`src/rtl/mmio_counter_bridge_pkg.sv`:
```
// Shared types and constants for the performance-counter MMIO bridge:
// window defaults, bridge FSM states and counter index map.
package mmio_counter_bridge_pkg;

  localparam logic [15:0] MMIO_BASE_DEFAULT    = 16'hFFE0;
  localparam int          NUM_COUNTERS_DEFAULT = 12;

  typedef enum logic [2:0] {
    MMIO_IDLE   = 3'd0,
    MMIO_RD     = 3'd1,
    MMIO_WR     = 3'd2,
    MMIO_RESP   = 3'd3,
    MMIO_BUBBLE = 3'd4
  } mmio_state_t;

  localparam logic [3:0] CNT_ICACHE_MISS  = 4'd0;
  localparam logic [3:0] CNT_ICACHE_HIT   = 4'd1;
  localparam logic [3:0] CNT_DCACHE_MISS  = 4'd2;
  localparam logic [3:0] CNT_DCACHE_HIT   = 4'd3;
  localparam logic [3:0] CNT_L2_MISS      = 4'd4;
  localparam logic [3:0] CNT_L2_HIT       = 4'd5;
  localparam logic [3:0] CNT_STALL_CYCLES = 4'd6;
  localparam logic [3:0] CNT_BRANCH_TOTAL = 4'd7;
  localparam logic [3:0] CNT_BRANCH_TAKEN = 4'd8;
  localparam logic [3:0] CNT_LOAD_COUNT   = 4'd9;
  localparam logic [3:0] CNT_STORE_COUNT  = 4'd10;
  localparam logic [3:0] CNT_MISPREDICT   = 4'd11;

  // True when idx names an implemented counter (limit = counter count).
  function automatic logic idx_in_range(input logic [3:0] idx, input logic [4:0] limit);
    return ({1'b0, idx} < limit);
  endfunction

endpackage

```
`src/rtl/mmio_addr_decode.sv`:
```
// Combinational window decode: flags accesses that land in the counter
// window and extracts the halfword counter index.
module mmio_addr_decode
  import mmio_counter_bridge_pkg::*;
#(
  parameter logic [15:0] MMIO_BASE = MMIO_BASE_DEFAULT
) (
  input  logic [15:1] address,
  input  logic        read,
  input  logic        write,
  output logic        hit,
  output logic [3:0]  index
);

  logic window_match_s;

  assign window_match_s = (address[15:5] == MMIO_BASE[15:5]);
  assign hit            = (read | write) & window_match_s;
  assign index          = address[4:1];

endmodule

```
`src/rtl/mmio_counter_bridge.sv`:
```
// Routes MEM-stage accesses either to the D-cache or, for the counter window,
// into read/clear strobes for the counter block with a registered response.
module mmio_counter_bridge
  import mmio_counter_bridge_pkg::*;
#(
  parameter logic [15:0] MMIO_BASE    = MMIO_BASE_DEFAULT,
  parameter int          NUM_COUNTERS = NUM_COUNTERS_DEFAULT
) (
  input  logic        clk,
  input  logic        reset,
  input  logic [15:0] cpu_address,
  input  logic        cpu_read,
  input  logic        cpu_write,
  input  logic [15:0] cpu_wdata,
  input  logic [1:0]  cpu_wmask,
  output logic [15:0] cpu_rdata,
  output logic        cpu_resp,
  output logic [15:0] dcache_address,
  output logic        dcache_read,
  output logic        dcache_write,
  output logic [15:0] dcache_wdata,
  output logic [1:0]  dcache_wmask,
  input  logic [15:0] dcache_rdata,
  input  logic        dcache_resp,
  output logic [3:0]  counter,
  output logic        MMIO_read,
  output logic        MMIO_write,
  input  logic [15:0] counter_out
);

  localparam logic [4:0] NUM_LIMIT = 5'(NUM_COUNTERS);

  mmio_state_t state_r;
  mmio_state_t next_state_s;
  logic [3:0]  idx_r;
  logic [15:0] rdata_r;
  logic        hit_s;
  logic [3:0]  index_s;
  logic        idx_valid_s;

  mmio_addr_decode #(
    .MMIO_BASE (MMIO_BASE)
  ) u_decode (
    .address (cpu_address[15:1]),
    .read    (cpu_read),
    .write   (cpu_write),
    .hit     (hit_s),
    .index   (index_s)
  );

  assign idx_valid_s = idx_in_range(idx_r, NUM_LIMIT);
  // Driven only from the latched index so the counter block sees a stable select.
  assign counter     = idx_r;

  // State, latched index and captured read data.
  always_ff @(posedge clk) begin
    if (reset) begin
      state_r <= MMIO_IDLE;
      idx_r   <= 4'd0;
      rdata_r <= 16'h0000;
    end else begin
      state_r <= next_state_s;
      if ((state_r == MMIO_IDLE) && hit_s) begin
        idx_r <= index_s;
      end
      if (state_r == MMIO_RD) begin
        rdata_r <= idx_valid_s ? counter_out : 16'h0000;
      end else if (state_r == MMIO_WR) begin
        rdata_r <= 16'h0000;
      end
    end
  end

  // Next-state selection; a simultaneous read and write takes the write path.
  always_comb begin
    next_state_s = state_r;
    case (state_r)
      MMIO_IDLE: begin
        if (hit_s && cpu_write) begin
          next_state_s = MMIO_WR;
        end else if (hit_s) begin
          next_state_s = MMIO_RD;
        end else begin
          next_state_s = MMIO_IDLE;
        end
      end
      MMIO_RD:     next_state_s = MMIO_RESP;
      MMIO_WR:     next_state_s = MMIO_RESP;
      MMIO_RESP:   next_state_s = MMIO_BUBBLE;
      MMIO_BUBBLE: next_state_s = MMIO_IDLE;
      default:     next_state_s = MMIO_IDLE;
    endcase
  end

  // Output muxing: D-cache passthrough only for idle misses, strobes per state.
  always_comb begin
    dcache_address = cpu_address;
    dcache_wdata   = cpu_wdata;
    dcache_wmask   = cpu_wmask;
    dcache_read    = 1'b0;
    dcache_write   = 1'b0;
    cpu_rdata      = 16'h0000;
    cpu_resp       = 1'b0;
    MMIO_read      = 1'b0;
    MMIO_write     = 1'b0;
    case (state_r)
      MMIO_IDLE: begin
        if (!hit_s) begin
          dcache_read  = cpu_read;
          dcache_write = cpu_write;
          cpu_rdata    = dcache_rdata;
          cpu_resp     = dcache_resp;
        end else begin
          cpu_resp = 1'b0;
        end
      end
      MMIO_RD: begin
        MMIO_read = 1'b1;
      end
      MMIO_WR: begin
        // An empty byte mask or an unimplemented index completes without clearing.
        MMIO_write = (cpu_wmask != 2'b00) && idx_valid_s;
      end
      MMIO_RESP: begin
        cpu_resp  = 1'b1;
        cpu_rdata = rdata_r;
      end
      MMIO_BUBBLE: begin
        cpu_resp = 1'b0;
      end
      default: begin
        cpu_resp = 1'b0;
      end
    endcase
  end

endmodule

```
`config.mk`:
```
export PLATFORM = sky130hd
export DESIGN_NAME = mmio_counter_bridge
export DESIGN_NICKNAME = d
export VERILOG_FILES = /design/src/rtl/mmio_counter_bridge_pkg.sv /design/src/rtl/mmio_addr_decode.sv /design/src/rtl/mmio_counter_bridge.sv
export SDC_FILE = /design/constraint.sdc
export NUM_CORES = 1
export LEC_CHECK = 0
export BUFFER_PORTS_ARGS = -buffer_cell sky130_fd_sc_hd__buf_2
export CORE_MARGIN = 1.5
export CORE_UTILIZATION = 37
export DETAILED_ROUTE_END_ITERATION = 8
export GPL_TIMING_DRIVEN = 0
export PLACE_DENSITY = 0.9
export SLEW_MARGIN = 40
export SYNTH_ARGS = -nofsm -noshare
export SYNTH_HDL_FRONTEND = slang
export SYNTH_SLANG_ARGS = --single-unit
```
`constraint.sdc`:
```
create_clock -name clk -period 2 [get_ports clk]
set_input_delay 0.4 -clock clk [delete_from_list [all_inputs] [get_ports clk]]
set_output_delay 0.4 -clock clk [all_outputs]
set_load 0.03 [all_outputs]
```
======== Word level (Yosys, flattened, before mapping) ========
Cells that the tools add are included.
word-level totals
  register bits ........................... 23
  output and inout bits ................... 59
  word-level logic and storage cells ...... 33
operators by class
  order comparisons ....................... 1
  equal/unequal tests ..................... 4
  muxes and demuxes ....................... 16
  bitwise operators ....................... 2
  reductions and logical operators ........ 7
operators with widths
  kind                                                 number
  2-to-1 mux 16 bit                                    4
  one-hot mux 16 bit (2 select lines)                  1
  equality test 11 bit, second input constant          1
  one-hot mux 3 bit (3 select lines)                   1
  2-to-1 mux 1 bit                                     8
  equality test 3 x 2 -> 1 bit, second input constant  2
  less-than comparator 4 bit, second input constant    1
  nonzero test 2 bit                                   2
  equality test 3 x 1 -> 1 bit, second input constant  1
  logical AND 1 bit                                    3
  logical NOT 3 bit                                    1
  2-to-1 mux 2 bit                                     1
  one-hot mux 1 bit (2 select lines)                   1
  OR reduction 2 bit                                   1
  bitwise AND 1 bit                                    1
  bitwise OR 1 bit                                     1

======== Logic depth before layout (Yosys ltp) ========
Gate-level depths: netlist of the first run.
  word-level depth ........................ 5
  mapped depth ............................ 7

======== Modules after synthesis ========
From an unflattened synthesis of the first run, not the netlist that was laid out.
second synthesis, totals
  cells, all modules ...................... 136
  area, all modules ....................... 1,396.3 um^2
by module, submodules not included
  module               instances  cells an instance  area an instance (um^2)
  mmio_counter_bridge  1          127                1,338.8
  mmio_addr_decode     1          9                  57.6

======== Worst setup path after synthesis of the first run ========
Ideal clock, no wire load.
  kind .................................... register -> register
  start ................................... reg state_r[0]
  end ..................................... reg rdata_r[0]
  arrival ................................. 1,953 ps
  required time ........................... 1,935 ps
  setup slack ............................. -18 ps
  cell stages (with the launch flop) ...... 8
  path buffers ............................ 3
  period minus slack after synthesis ...... 2,018 ps
  cell sequence ........................... dfxtp_1 buf_2 nor3b_1 and2_1 buf_2 buf_4 a22oi_1 nor2_1
on the way
  longest elaborated chain between the ends .. 2
  elaborated cells on any way between the ends .. 4
  classes of those cells .................. 2 x eq/ne; 1 x mux; 1 x reduce/logical
ends and longest elaborated chain
  item                                                                                 RTL line                                              RTL
  start: declaration                                                                   mmio_counter_bridge.sv:33                             mmio_state_t state_r;
  start signal: assignment                                                             mmio_counter_bridge.sv:62                             state_r <= next_state_s;
  equality test 3 x 1 -> 1 bit / equality test 3 x 2 -> 1 bit (equally long branches)  mmio_counter_bridge.sv:66, mmio_counter_bridge.sv:68
  2-to-1 mux 16 bit / nonzero test 2 bit (equally long branches)                       --
  end signal: assignment                                                               mmio_counter_bridge.sv:67                             rdata_r <= idx_valid_s ? counter_out : 16'h0000;
  end: declaration                                                                     mmio_counter_bridge.sv:36                             logic [15:0] rdata_r;
Parallel ways exist; a longest one is shown, timed or not.
A chain may end at the register's enable or synchronous reset.

======== Final worst setup path of the first run ========
  start ................................... in cpu_address[9]
  end ..................................... out cpu_rdata[8]
on the way
  longest elaborated chain between the ends .. 4
ends and longest elaborated chain
  item                                 RTL line                    RTL
  start: declaration                   mmio_counter_bridge.sv:11   input logic [15:0] cpu_address,
  equality test 11 bit                 mmio_addr_decode.sv:17      assign window_match_s = (address[15:5] == MMIO_BASE[15:5]);
  bitwise AND 1 bit                    mmio_addr_decode.sv:18      assign hit = (read | write) & window_match_s;
  2-to-1 mux 16 bit                    mmio_counter_bridge.sv:108  if (!hit_s) begin
  one-hot mux 16 bit (2 select lines)  mmio_counter_bridge.sv:106  case (state_r)
  end: declaration                     mmio_counter_bridge.sv:16   output logic [15:0] cpu_rdata,
No other way between the ends.

==> results.cfg, run 1 <==
[status]
outcome = finished clean

[floorplanning]
fp.coreArea_sq_um = 3630
io_pins = 130
die_w_microns = 64.4
dieArea_sq_um = 4140
start_util = 0.383
core.rowCount = 22
fp.dieH_microns = 64.4

[logic_synthesis]
ys_types = 26
synth_seq_cells = 23
synthesis.area_sq_um = 1390
syn_inst = 154
yosysWarnings = 0
yosysSeqAreaShare = 0.331
syn_avg_cell_area_sq_um = 9.04
syn_nets = 225

[final_layout]
n_fill_cell = 333
drive_gt1_frac = 0.629
fin_util = 0.609
final_common_cell = buf_2
final_area_sq_um = 2210
n_antenna_cell = 0
area_growth_pct = 58.9
layout.nets = 344
mostFrequentLayoutCells = buf_2, buf_4, dfxtp_1

[timing]
slew_headroom = 0.665
period_share = 0.970
hold_violations = 0
min_period_ps = 1940
rsz0062_at_grt = yes
drv_slew = 0
setup_viol = 0
max_freq_mhz = 515
skew_ps = 6.90
worst_slew_pin_slew_ps = 500

[route]
antenna_left = 0
viasPerCell = 4.73
drc = 0
wire_per_inst_microns = 11.8
dr.pass1.iters = 4
vias = 1513
initialDrtViolationCount = 36
routed_wl_mm = 3.79

[clock_tree]
cts_tree = built
cts_hold_buf = 0
clk_pin_slew_worst_paths_ps = 80
clockBufferDepth = 2
cts-root-buf = clkbuf_8
insertion_delay_ps = 260
cts.htree.levels = 1
numCtsBuffers = 3
cts_sinks = 23

[setup_path]
cpPeakStageDelay_ps = 360
critPathCaptureType = primary output
path_buf_inv = 3
crit_fanout = 9
cp_cell_sequence = buf_2 > nand3_2 > nor4_4 > nor4_4 > buf_6 > a22o_1 > buf_4
crit_family = simple AND/OR/NAND/NOR gates
cp.arrival_ps = 1540
crit_type = input pin to primary output
slowest_stage = nor4_4
startpoint_type = input pin
critPathRequiredTime_ps = 1600
critPathMostFrequentCell = nor4_4

[global_routing]
grt_max_degree = 14
grt_pass1_wl_mm = 5.61
grt_overflow = 0
grt_pass1_vias = 1294
grt_util_all_layers = 0.169
antenna_found_initial = 0

[power]
powerDensity_nw_per_um2 = 932
power_leakage_nw = 1.16
ir_drop_mv = 0.512

[flow_run]
maxCapViolations = 0

[placed_design]
place_area_sq_um = 2020
portBuffers = 111
place_hpwl_mm = 2.87
gp_congestion = 0.672

[min_path]
holdCritPathClass = input pin to flip-flop
==> flip-flops by register name, summed over array words and instances, names as in the netlist <==
name and cells:
rdata_r 16, state_r 3, counter 4
==> cells in the mapped netlist, drive strengths merged <==
cell	n	area (sq um)
nor4b	2	32.5
a22oi	16	120
nor2b	1	6.26
nor2	18	67.6
o21ai	1	5.00
nor3	2	10.0
and3b	1	8.76
and2	3	18.8
dfxtp	23	460
xor2	1	8.76
a21o	2	16.3
nor3b	1	7.51
nor4	2	42.5
a22o	16	140
nand2b	9	56.3
mux2i	4	40.0
a31o	1	8.76
nand3	1	5.00
nand4	2	18.8
nand2	1	3.75
buf	41	293
clkbuf	6	22.5
==> cell families after synthesis <==
family                    count (synthesis)  share of synthesized area
DFF                                      23                      0.331
muxes                                     4                     0.0288
and+or+nand+nor                          43                      0.199
xor gates and xnor gates                  1                    0.00629
AOI/OAI and AO/OA                        36                      0.208
buffers and inverters                    47                      0.226
==> stage by stage <==
stage	hold slack (ps)	total power, W	setup slack (ps)	std cells	TNS, ps
2_1_floorplan	466	0.00134	71.6	154	0
3_3_place_gp	460	0.00160	-335	313	-3760
3_5_place_dp	464	0.00161	-378	313	-4360
4_1_cts	378	0.00192	3.18	319	0
5_1_grt	372	0.00219	-19.1	320	-66.9
6_report	381	0.00206	59.3	320	0
==> tightest hold or removal path, delay by kind of cell <==
| family | cells | cell delay [ps] |
|---|---|---|
| buffers and inverters | 1 | 70 |
| AOI/OAI and AO/OA | 1 | 60 |
| and+or+nand+nor | 1 | 70 |
==> metal layers <==
layer	track usage	vias up	part of all wire
met4	0.0479	0	0.012
met2	0.305	74	0.52
met3	0.0387	6	0.084
met1	0.198	686	0.38
met5	0	-	0
li1	-	747	-
==> what timing repair did <==
item                       4_1_cts  5_1_grt
pin swaps                        2        0
setup endpoints to repair       19       19
setup buffers                    3        2
gates cloned                     0        1
gates resized for setup          4       51
==> layout make-up <==
| cell class | instances | area (sq um) | share of cell area |
|---|---|---|---|
| Timing Repair Buffer | 117 | 691 | 0.312 |
| Multi-Input combinational cell | 84 | 634 | 0.287 |
| Sequential cell | 23 | 465 | 0.210 |
| Buffer | 44 | 317 | 0.143 |
| Tap cell | 48 | 60.1 | 0.0271 |
| Clock buffer | 3 | 41.3 | 0.0187 |
| Clock inverter | 1 | 5.00 | 0.00226 |
==> final timing paths <==
check                           slack, ps  cells after the start            to           start
worst max-delay path                   60                      7  cpu_rdata[8]  cpu_address[9]
worst min-delay path                  380                      3    rdata_r[5]  counter_out[5]
worst max register to register        390                      6    rdata_r[7]      state_r[0]
worst min register to register        480                      2    counter[0]      counter[0]
==> power breakdown <==
group          total [W]  switching (W)  internal (W)
combinational    0.00121       0.000675      0.000534
sequential      0.000571      0.0000535      0.000518
clock           0.000283       0.000144      0.000139
No activity file was read; power rests on OpenSTA's default activity.
==> inputs of run 2 (changes only) <==
--- a/config.mk
+++ b/config.mk
@@ -7,10 +7,11 @@
 export LEC_CHECK = 0
 export BUFFER_PORTS_ARGS = -buffer_cell sky130_fd_sc_hd__buf_2
 export CORE_MARGIN = 1.5
-export CORE_UTILIZATION = 37
+export CORE_UTILIZATION = 38
+export CTS_BUF_LIST = sky130_fd_sc_hd__clkbuf_2 sky130_fd_sc_hd__clkbuf_4 sky130_fd_sc_hd__clkbuf_8
 export DETAILED_ROUTE_END_ITERATION = 8
 export GPL_TIMING_DRIVEN = 0
-export PLACE_DENSITY = 0.9
+export PLACE_DENSITY = 0.92
 export SLEW_MARGIN = 40
 export SYNTH_ARGS = -nofsm -noshare
 export SYNTH_HDL_FRONTEND = slang
==> constraint.sdc (replaced) <==
create_clock -name clk -period 1.84 [get_ports clk]
set_input_delay 0.092 -clock clk [delete_from_list [all_inputs] [get_ports clk]]
set_output_delay 0.092 -clock clk [all_outputs]
set_load 0.03 [all_outputs]
==> results.cfg, run 2 (same netlist as run 1, synthesis figures left out) <==
[placed_design]
portBuffers = 111
place_area_sq_um = 2010
place_hpwl_mm = 3.05
post-place-ws_ps = 17.7
gp_congestion = 0.733

[final_layout]
final_common_cell = buf_2
area_growth_pct = 48.6
mostFrequentLayoutCells = buf_2, buf_4, dfxtp_1
largest_reg_flops = 16
layout.nets = 343
n_antenna_cell = 0
largest_register = rdata_r
drive_gt1_frac = 0.616
n_fill_cell = 318
final_area_sq_um = 2070

[clock_tree]
cts-root-buf = clkbuf_4
cts.htree.levels = 1
clockBufferDepth = 2
cts_tree = built
numCtsBuffers = 3
cts_sinks = 23
clk_pin_slew_worst_paths_ps = 120
insertion_delay_ps = 300

[flow_run]
maxCapViolations = 0

[route]
dr.pass1.iters = 4
vias = 1497
initialDrtViolationCount = 52
viasPerCell = 4.72
routed_wl_mm = 3.77
wire_per_inst_microns = 11.9
antenna_left = 0
drc = 0

[min_path]
holdCritPathClass = input pin to flip-flop
hold-path-cell-count = 3

[setup_path]
critPathMostFrequentCell = buf_4
slowest_stage = dfxtp_1
cpPeakStageDelay_ps = 330
crit_type = flip-flop to primary output
crit_fanout = 10
critPathCaptureType = primary output
startpoint_type = flip-flop
cp_cell_sequence = buf_4 > and3b_2 > buf_4 > a22o_1 > buf_2
critPathRequiredTime_ps = 1750
cp.arrival_ps = 1640
reg2regPathDepth = 7

[timing]
skew_ps = 3.10
rsz0062_at_grt = no
drv_slew = 0
hold_violations = 0
worst_slew_pin_slew_ps = 472
fin_ws_ps = 111
period_share = 0.940
min_period_ps = 1730
setup_viol = 0
slew_headroom = 0.684
fin_setup_tns_ps = 0
max_freq_mhz = 578

[status]
outcome = finished clean

[floorplanning]
core.rowCount = 21
start_util = 0.408
fp.dieH_microns = 63.5
die_w_microns = 63.5
fp.coreArea_sq_um = 3420
dieArea_sq_um = 4040
io_pins = 130

[power]
power_leakage_nw = 1.12
powerDensity_nw_per_um2 = 971
ir_drop_mv = 0.492

[global_routing]
grt_util_all_layers = 0.177
grt_pass1_wl_mm = 5.87
grt_overflow = 0
grt_max_degree = 13
antenna_found_initial = 0
grt_pass1_vias = 1340
==> run 2: changes by cell type in the layout (fill, tap and decap cells not counted), sizes merged <==
cell,before,now
clkinv,1,0
buf,156,155
clkbuf,8,9
==> run 2: final cells by class <==
type | instances | area, sq um | share of cell area
Multi-Input combinational cell | 84 | 623 | 0.301
Sequential cell | 23 | 460 | 0.222
Tap cell | 46 | 57.6 | 0.0278
Timing Repair Buffer | 114 | 578 | 0.279
Buffer | 46 | 320 | 0.155
Clock buffer | 4 | 30.0 | 0.0145
==> run 2: worst paths after layout <==
path / from / to / slack, ps
worst max-delay path: state_r[2] / cpu_rdata[4] / 110
worst min-delay path: counter_out[6] / rdata_r[6] / 30
worst max register to register: state_r[0] / rdata_r[0] / 270
worst min register to register: counter[0] / counter[0] / 480
==> run 2: layer usage <==
layer,global-route usage,part of all wire,vias up,wire length (microns)
met4,0.0462,0.0069,0,26
met3,0.0339,0.081,2,306
met1,0.199,0.39,678,1460
met5,0,0,-,0
met2,0.337,0.52,76,1970
li1,-,-,741,-
==> run 2: report_power, final <==
part | switching, W | internal [W]
Sequential | 0.0000297 | 0.000558
Combinational | 0.000728 | 0.000451
Clock | 0.000144 | 0.0000992
Total | 0.000902 | 0.00111
==> run 2: stage by stage <==
stage	power (W)	hold slack, ps	instances	utilization
after global routing	0.00214	29.9	317	0.606
after CTS	0.00202	21.6	315	0.600
after global placement	0.00174	339	311	0.589
after floorplan	0.00146	227	154	-
after detailed placement	0.00176	350	311	0.589
final	0.00201	28.1	317	0.606
==> run 2: what timing repair did <==
item / CTS / global route
setup buffers: 1 / 2
pin swaps: 1 / 1
endpoints found under the setup margin: 19 / 21
gates resized for setup: 3 / 4
hold buffers: 0 / 0
==> run 2: critical path: cells and delay by family (launching register included) <==
kind                   cells  cell delay, ps
AOI/OAI and AO/OA          1             240
buffers and inverters      3             530
DFF                        1             330
and+or+nand+nor            1             250
==> inputs of run 3 (changes only) <==
--- a/config.mk
+++ b/config.mk
@@ -6,12 +6,15 @@
 export NUM_CORES = 1
 export LEC_CHECK = 0
 export BUFFER_PORTS_ARGS = -buffer_cell sky130_fd_sc_hd__buf_2
+export CELL_PAD_IN_SITES_DETAIL_PLACEMENT = 0
+export CELL_PAD_IN_SITES_GLOBAL_PLACEMENT = 1
 export CORE_MARGIN = 1.5
-export CORE_UTILIZATION = 38
+export CORE_UTILIZATION = 25
 export CTS_BUF_LIST = sky130_fd_sc_hd__clkbuf_2 sky130_fd_sc_hd__clkbuf_4 sky130_fd_sc_hd__clkbuf_8
+export CTS_CLUSTER_DIAMETER = 60
 export DETAILED_ROUTE_END_ITERATION = 8
 export GPL_TIMING_DRIVEN = 0
-export PLACE_DENSITY = 0.92
+export PLACE_DENSITY = 0.91
 export SLEW_MARGIN = 40
 export SYNTH_ARGS = -nofsm -noshare
 export SYNTH_HDL_FRONTEND = slang
==> results.cfg, run 3 (same netlist as run 1, synthesis figures left out) <==
[status]
outcome = finished clean

[final_layout]
final_common_cell = buf_2
area_growth_pct = 51.9
layout.nets = 343
n_fill_cell = 555
drive_gt1_frac = 0.616
multiInputGateArea_sq_um = 623
regArea_sq_um = 460
fin_util = 0.404
largest_register = rdata_r
largest_reg_flops = 16
mostFrequentLayoutCells = buf_2, buf_4, dfxtp_1
n_antenna_cell = 0

[power]
power_leakage_nw = 1.12
switching_share = 0.440
p_switching_w = 0.000910
fin_total_pwr_w = 0.00207
p_comb_frac = 0.570
p_seq_frac = 0.283
clockPowerShare = 0.148
p_int_w = 0.00116
powerDensity_nw_per_um2 = 977
ir_drop_mv = 0.418

[timing]
min_period_ps = 1750
skew_ps = 3.82
setup_viol = 0
hold_violations = 0
worst_slew_pin_slew_ps = 492
drv_slew = 0
period_share = 0.950
fin_setup_tns_ps = 0
max_freq_mhz = 572
slew_headroom = 0.671

[floorplanning]
die_w_microns = 77.6
dieArea_sq_um = 6030
fp.dieH_microns = 77.6
core.rowCount = 26
start_util = 0.266
fp.coreArea_sq_um = 5240
io_pins = 130

[setup_path]
cp.arrival_ps = 1660
critPathLaunch = state_r[2]
cpPeakStageDelay_ps = 310
crit_fanout = 10
slowest_stage = dfxtp_1
startpoint_type = flip-flop
cp_cell_sequence = clkbuf_4 > and3b_2 > buf_4 > a22o_1 > buf_2
r2r_start = state_r[0]
crit_type = flip-flop to primary output
critPathRequiredTime_ps = 1750
critPathCaptureType = primary output

[route]
drc = 0
dr.pass1.iters = 4
wire_per_inst_microns = 11.0
antenna_left = 0
routed_wl_mm = 3.77
initialDrtViolationCount = 23
viasPerCell = 4.32
vias = 1473

[global_routing]
grt_overflow = 0
grt_util_all_layers = 0.121
grt_pass1_wl_mm = 6.00
grt_pass1_vias = 1353
antenna_found_initial = 0
grt_max_degree = 14

[clock_tree]
cts_sinks = 23
insertion_delay_ps = 260
clockBufferDepth = 2
cts.htree.levels = 1
clk_pin_slew_worst_paths_ps = 80
numCtsBuffers = 3
cts-root-buf = clkbuf_8
cts_tree = built

[placed_design]
place_hpwl_mm = 3.03
gp_congestion = 0.688
portBuffers = 111

[flow_run]
maxCapViolations = 0

[min_path]
holdCritStartpoint = counter_out[13]
holdCritPathClass = input pin to flip-flop
## run 3: metal layers
| layer | routed length [microns] | GRT usage |
|---|---|---|
| met4 | 10 | 0.0218 |
| met1 | 1570 | 0.147 |
| met2 | 1880 | 0.219 |
| met3 | 304 | 0.0271 |
| met5 | 0 | 0 |
## run 3: path summary, 6_finish.rpt
kind | endpoint | depth (start not counted) | slack (ps)
worst min-delay path | rdata_r[13] | 3 | 80
worst max register to register | rdata_r[7] | 7 | 260
worst max-delay path | cpu_rdata[6] | 5 | 90
worst min register to register | counter[0] | 2 | 470
## run 3: critical path: cells and delay by family (launching register included)
| kind | cells | cell delay [ps] |
|---|---|---|
| buffers and inverters | 3 | 560 |
| and+or+nand+nor | 1 | 280 |
| AOI/OAI and AO/OA | 1 | 240 |
| DFF | 1 | 310 |
## run 3: timing repair
action / in CTS / in global routing
hold buffers: 0 / 0
endpoints found under the setup margin: 19 / 15
buffers inserted: 1 / 2
endpoints found under the hold margin: 0 / 0
pin swaps: 1 / 0
resized for setup: 2 / 4
## run 3: layout make-up
| class | count | share of cell area |
|---|---|---|
| Sequential cell | 23 | 0.218 |
| Multi-Input combinational cell | 84 | 0.295 |
| Tap cell | 70 | 0.0414 |
| Timing Repair Buffer | 114 | 0.273 |
| Buffer | 46 | 0.151 |
| Clock buffer | 3 | 0.0195 |
| Clock inverter | 1 | 0.00237 |
## run 3: power groups by stage
stage	Sequential (W)	Combinational [W]	Clock, W
2_1_floorplan	0.000588	0.000871	0
3_3_place_gp	0.000595	0.00116	0
3_5_place_dp	0.000596	0.00116	0
4_1_cts	0.000586	0.00119	0.000319
5_1_grt	0.000592	0.00128	0.000338
6_report	0.000585	0.00118	0.000305
## run 3: stage by stage
stage | std cells | hold WS (ps) | worst slack, ps | cell area [sq um]
2_1_floorplan | 154 | 227 | 133 | 1400
3_3_place_gp | 335 | 342 | -18.7 | 2040
3_5_place_dp | 335 | 351 | -20.2 | 2040
4_1_cts | 339 | 75.6 | 5.10 | 2090
5_1_grt | 341 | 79.6 | -5.89 | 2120
6_report | 341 | 76.3 | 92.4 | 2120
